**src/rtl/fib_bcd_display_pkg.sv**
```systemverilog
// Shared definitions for the Fibonacci BCD display: FSM encoding, active-low
// 7-segment patterns {g,f,e,d,c,b,a}, and the parameter sanity check.
package fib_bcd_display_pkg;

  typedef enum logic [1:0] {
    ST_IDLE   = 2'd0,
    ST_SHIFT  = 2'd1,
    ST_COMMIT = 2'd2
  } state_t;

  localparam logic [6:0] SEG_0     = 7'h40;
  localparam logic [6:0] SEG_1     = 7'h79;
  localparam logic [6:0] SEG_2     = 7'h24;
  localparam logic [6:0] SEG_3     = 7'h30;
  localparam logic [6:0] SEG_4     = 7'h19;
  localparam logic [6:0] SEG_5     = 7'h12;
  localparam logic [6:0] SEG_6     = 7'h02;
  localparam logic [6:0] SEG_7     = 7'h78;
  localparam logic [6:0] SEG_8     = 7'h00;
  localparam logic [6:0] SEG_9     = 7'h10;
  localparam logic [6:0] SEG_BLANK = 7'h7F;

  // True when DIGITS decimal digits can hold any WIDTH-bit value and the
  // scan divider is usable. Wide arithmetic so WIDTH=32/DIGITS=10 still fits.
  function automatic bit params_ok(input int width, input int digits,
                                   input int scan_div);
    logic [127:0] pow10;
    logic [127:0] max_val;
    pow10 = 128'd1;
    for (int i = 0; i < digits; i++) pow10 = pow10 * 128'd10;
    max_val = (128'd1 << width) - 128'd1;
    return (pow10 > max_val) && (scan_div >= 2);
  endfunction

endpackage

```
**src/rtl/fib_bcd_display_bcd_to_seg7.sv**
```systemverilog
// Combinational BCD nibble to active-low 7-segment decoder. Values above 9
// and an explicit blank request both produce an all-off pattern.
module bcd_to_seg7
  import fib_bcd_display_pkg::*;
(
  input  logic [3:0] nibble,
  input  logic       blank,
  output logic [6:0] seg
);

  // Decode one digit; blank wins over the nibble value.
  always_comb begin
    // NOTE: every combinational output gets a default first so no path leaves it unassigned (no latch).
    seg = SEG_BLANK;
    if (!blank) begin
      case (nibble)
        4'd0:    seg = SEG_0;
        4'd1:    seg = SEG_1;
        4'd2:    seg = SEG_2;
        4'd3:    seg = SEG_3;
        4'd4:    seg = SEG_4;
        4'd5:    seg = SEG_5;
        4'd6:    seg = SEG_6;
        4'd7:    seg = SEG_7;
        4'd8:    seg = SEG_8;
        4'd9:    seg = SEG_9;
        default: seg = SEG_BLANK;
      endcase
    end
  end

endmodule

```
**src/rtl/fib_bcd_display.sv**
```systemverilog
// Captures a binary value, converts it to BCD with a serial double-dabble
// engine (one bit per clock) and drives a multiplexed common-anode display
// with leading-zero blanking. The scanner runs independently of conversions.
module fib_bcd_display
  import fib_bcd_display_pkg::*;
#(
  parameter int WIDTH    = 8,
  parameter int DIGITS   = 3,
  parameter int SCAN_DIV = 1024
) (
  input  logic              clk,
  input  logic              reset,
  input  logic [WIDTH-1:0]  value,
  input  logic              sample,
  output logic              busy,
  output logic              done,
  output logic [6:0]        seg,
  output logic [DIGITS-1:0] an
);

  localparam int CNT_W = $clog2(WIDTH + 1);
  localparam int PRE_W = $clog2(SCAN_DIV);
  localparam int IDX_W = (DIGITS > 1) ? $clog2(DIGITS) : 1;

  if (!params_ok(WIDTH, DIGITS, SCAN_DIV)) begin : g_bad_params
    $error("fib_bcd_display: DIGITS too small for WIDTH, or SCAN_DIV < 2");
  end

  state_t                  state;
  logic [WIDTH-1:0]        shift_reg;
  logic [DIGITS-1:0][3:0]  bcd;
  logic [DIGITS-1:0][3:0]  bcd_adj;
  logic [DIGITS-1:0][3:0]  display;
  logic [CNT_W-1:0]        bitcnt;
  logic [PRE_W-1:0]        presc;
  logic [IDX_W-1:0]        idx;
  logic [DIGITS-1:0]       blank_mask;
  logic                    nz_above;
  logic [6:0]              seg_next;

  // Double-dabble correction: any BCD nibble >= 5 gets +3 before the shift.
  always_comb begin
    // NOTE: combinational logic uses blocking '='; clocked state below uses non-blocking '<='.
    bcd_adj = bcd;
    for (int i = 0; i < DIGITS; i++) begin
      if (bcd[i] >= 4'd5) bcd_adj[i] = bcd[i] + 4'd3;
    end
  end

  // Conversion FSM: capture in IDLE, WIDTH shifts, then commit to the display.
  always_ff @(posedge clk) begin
    if (reset) begin
      // NOTE: display is a plain register (not a memory), so it is reset to show "0".
      state     <= ST_IDLE;
      busy      <= 1'b0;
      done      <= 1'b0;
      shift_reg <= '0;
      bcd       <= '0;
      bitcnt    <= '0;
      display   <= '0;
    end else begin
      done <= 1'b0;
      case (state)
        ST_IDLE: begin
          if (sample) begin
            shift_reg <= value;
            bcd       <= '0;
            bitcnt    <= CNT_W'(WIDTH);
            busy      <= 1'b1;
            state     <= ST_SHIFT;
          end
        end
        ST_SHIFT: begin
          {bcd, shift_reg} <= {bcd_adj, shift_reg} << 1;
          bitcnt           <= bitcnt - 1'b1;
          if (bitcnt == CNT_W'(1)) begin
            busy  <= 1'b0;
            state <= ST_COMMIT;
          end
        end
        ST_COMMIT: begin
          display <= bcd;
          done    <= 1'b1;
          state   <= ST_IDLE;
        end
        default: state <= ST_IDLE;
      endcase
    end
  end

  // Free-running prescaler; each wrap advances the lit digit, LSD first.
  always_ff @(posedge clk) begin
    if (reset) begin
      presc <= '0;
      idx   <= '0;
    end else if (presc == PRE_W'(SCAN_DIV - 1)) begin
      presc <= '0;
      idx   <= (idx == IDX_W'(DIGITS - 1)) ? '0 : idx + 1'b1;
    end else begin
      presc <= presc + 1'b1;
    end
  end

  // Blank every digit above the most-significant nonzero one; digit 0 never blanks.
  always_comb begin
    blank_mask = '0;
    nz_above   = 1'b0;
    for (int i = DIGITS - 1; i >= 1; i--) begin
      nz_above      = nz_above | (display[i] != 4'd0);
      blank_mask[i] = ~nz_above;
    end
  end

  bcd_to_seg7 u_seg7 (
    .nibble (display[idx]),
    .blank  (blank_mask[idx]),
    .seg    (seg_next)
  );

  // Registered display drive: one anode low for the current digit.
  always_ff @(posedge clk) begin
    if (reset) begin
      an  <= '1;
      seg <= SEG_BLANK;
    end else begin
      an  <= ~(DIGITS'(1) << idx);
      seg <= seg_next;
    end
  end

endmodule

```
**config.mk**
```make
export PLATFORM = sky130hd
export DESIGN_NAME = fib_bcd_display
export DESIGN_NICKNAME = d
export VERILOG_FILES = /design/src/rtl/fib_bcd_display_pkg.sv /design/src/rtl/fib_bcd_display_bcd_to_seg7.sv /design/src/rtl/fib_bcd_display.sv
export SDC_FILE = /design/constraint.sdc
export NUM_CORES = 1
export LEC_CHECK = 0
export ABC_CLOCK_PERIOD_IN_PS = 2600
export CAP_MARGIN = 20
export CELL_PAD_IN_SITES_DETAIL_PLACEMENT = 0
export CELL_PAD_IN_SITES_GLOBAL_PLACEMENT = 1
export CORE_MARGIN = 2
export CORE_UTILIZATION = 44
export DETAILED_ROUTE_END_ITERATION = 10
export PLACE_DENSITY = 0.83
export SETUP_SLACK_MARGIN = 0.5
export SLEW_MARGIN = 20
export SYNTH_ARGS = -nofsm -noshare
export SYNTH_HDL_FRONTEND = slang
export SYNTH_SLANG_ARGS = --single-unit
```
**constraint.sdc**
```tcl
create_clock -name clk -period 2.6 [get_ports clk]
set_clock_uncertainty 0.15 [all_clocks]
set_input_delay 0.52 -clock clk [delete_from_list [all_inputs] [get_ports clk]]
set_output_delay 0.52 -clock clk [all_outputs]
set_load 0.02 [all_outputs]
```
==> key figures <==
Power and ir drop
  – Pwr Total: 2010 uW
  – Pwr dens: 606 nW/um^2
  – Maximum vdd drop: 0.349 mV
  – Pleak: 0.00125 uW

Yosys
  – Net Count, Synth: 345
  – Ys async rst share: 0%
  – #FFs+latches synth: 62
  – Ys Warns: 0
  – Synthesized instance count: 320
  – Main area contributors after synthesis: dfxtp_1, ha_1, mux2i_1, nand2_1, a21oi_1
  – Netlist Area Pre-Place: 2820 um^2
  – Count of cell types in the netlist: 44
  – Synth area leader: dfxtp_1
  – Seq/Total Area, Yosys: 44.0%
  – Area share of the largest cell type after synthesis: 44.0%
  – Synthesized area per cell: 8.82 um^2
  – Number of synthesized flops with an enable pin: 0
  – Top_reg_cell synth: dfxtp_1

Timing
  – Minimum clock period: 1.96 ns
  – Final Cycle Share: 75.5%
  – Fmax: 0.510 GHz
  – RSZ-0062 raised after global routing: true
  – TNS Setup: 0 ns
  – Final Max Tran Viols: 0
  – Hold Vio Cnt, Final: 0
  – Slew HR: 45.7%
  – Worst slew pin tran: 0.813 ns
  – Setup-failing EPs final: 0
  – Hold WS: 0.292 ns

Final layout
  – Commonest non-fill, non-tap cell in the layout: dfxtp_1
  – Cell area after layout: 3310 um^2
  – Area growth, synth to finish: 17.4%
  – Commonest cells after routing, fill and taps aside: dfxtp_1, nand2_1, nor2_1
  – Antenna Cells: 0
  – Top flop regs: bcd: 12 flops, display: 12 flops, presc: 10 flops
  – Non-Filler Instances: 423
  – Nets: 369
  – Share of layout cells above drive strength 1: 9.83%

CTS
  – H-Tree Level Count: 3
  – Clk_lat worst skew: 0.33 ns
  – Clock Sinks: 62
  – Hold Buf Count CTS: 0
  – Post-CTS Repair Setup Buffers: 0
  – CTS root buf: clkbuf_8
  – CTS buffer count: 9
  – Clk slew on worst S/H paths: 0.06 ns
  – Post-cts resize count: 0
  – Clk buf depth: 2
  – CTS tree: yes

Worst setup path
  – CP top delay family: buffers and inverters
  – CP arrival: 1.29 ns
  – R2r setup slk: 0.69 ns
  – Element type at the critical path start: register
  – Critical path buffer and inverter count: 1
  – Crit Path Class: reg2out
  – Crit-path cells: clkdlybuf4s50_1
  – Largest stage delay on the critical path: 0.62 ns
  – Setup crit end: busy
  – Worst path depth: 1
  – Worst r2r src: idx[0]$_SDFFE_PP0N_
  – Slowest cell on crit path: clkdlybuf4s50_1
  – CP Launch Point: busy$_SDFFE_PP0P_
  – Worst R2R Path Depth: 6
  – Max FO, Critical Path: 3
  – Critical Path Sink Type: output port
  – Reg2reg end: seg[6]$_SDFF_PP1_
  – CP required: 1.93 ns

Global route
  – Vias in the first global route: 2079
  – Global route overflow: 0
  – Largest net degree at the start of global routing: 26
  – Antenna violations before repair: 0
  – GRT Overall Usage: 16.1%
  – First-pass GRT wire length: 9250 um

Die
  – Initial Util: 45.0%
  – Die Wd: 84.1 um
  – Ports: 23
  – Core footprint: 6280 um^2
  – Die height: 84.1 um
  – Row Count: 29
  – Die Area: 7070 um^2

Routing
  – Routed vias: 2195
  – Drt wl/cell: 12.7 um
  – Routed WL: 5360 um
  – DRC viols: 0
  – Antenna-violating nets left: 0
  – First-pass DRT Iterations: 4
  – Via density: 5.19
  – Starting DRT DRC Count: 77

Min path
  – Worst min path class: reg2reg

Placed design
  – DP Area: 3110 um^2
  – Detailed Place HPWL: 3720 um
  – Placed cells: 410
  – Gpl congestion: 0.786
  – I/O Buffers: 22

Outcome
  – Outcome: completed

Run
  – Max-cap check violation count: 0
[worst min-delay path by stage]
stage | start | endpoint | slack (ns) | cells after the start
floorplan | presc[0]$_SDFF_PP0_ | presc[0]$_SDFF_PP0_ | 0.26 | 1
global placement | presc[0]$_SDFF_PP0_ | presc[0]$_SDFF_PP0_ | 0.27 | 1
detailed placement | presc[0]$_SDFF_PP0_ | presc[0]$_SDFF_PP0_ | 0.29 | 1
CTS | presc[0]$_SDFF_PP0_ | presc[0]$_SDFF_PP0_ | 0.30 | 1
global route | presc[0]$_SDFF_PP0_ | presc[0]$_SDFF_PP0_ | 0.33 | 1
finish | presc[0]$_SDFF_PP0_ | presc[0]$_SDFF_PP0_ | 0.29 | 1
[kinds of logic after synthesis]
logic type | share of synthesized area (%)
compound gates | 16.0
simple gates | 20.0
buf+inv | 4.43
flops | 44.0
fa+ha+maj | 6.21
mux | 5.32
xor+xnor | 4.03
[metal layers]
metal	vias up	track usage (%)	wire [um]
met5	-	0	0
met4	0	7.18	97
met3	10	5.14	187
met2	29	25.8	2470
met1	1022	19.7	2600
li1	1134	-	-
[power by group]
part / internal (uW) / total (uW) / leakage, uW / switching [uW]
Combinational: 68.4 / 156 / 0.000643 / 87.7
Clock: 506 / 850 / 0.000100 / 345
Sequential: 981 / 1000 / 0.000507 / 19.2
[per-stage QoR]
stage,setup slack [ns],utilization [%]
after floorplan,0.794,-
after global placement,0.449,49.6
after detailed placement,0.390,49.6
after CTS,0.507,52.7
after global routing,0.495,52.8
final,0.638,52.8
[cells in the mapped netlist (3+ instances only)]
cell type  number
buf_2           4
xnor2_1         9
nor3_1          7
nand3_1         7
dfxtp_1        62
a22oi_1         6
nand2_1        39
o21ai_1         3
nand2b_1        6
o21ai_0        14
nor2_1         36
ha_1           14
xor2_1          4
inv_1          14
nand3b_1        3
clkbuf_1        7
and3_1          3
a211oi_1        8
a21oi_1        27
mux2i_1        15
[area by class of cell]
cell class	count	area [um^2]
well taps	77	96.3
repair buffers	28	265
multi-input cells	229	1460
inverters	14	52.6
flip-flops and latches	62	1240
fillers	600	2960
clock buffers	12	165
clock inverters	1	30.0
[worst register-to-register path, stage by stage (launching register included)]
cell and delay, ns:
dfxtp_1 0.48, mux2i_1 0.29, a2bb2oi_2 0.26, inv_1 0.10, ha_1 0.21, nor3_1 0.21
o21ai_1 0.09
(Power assumes the default switching activity.)
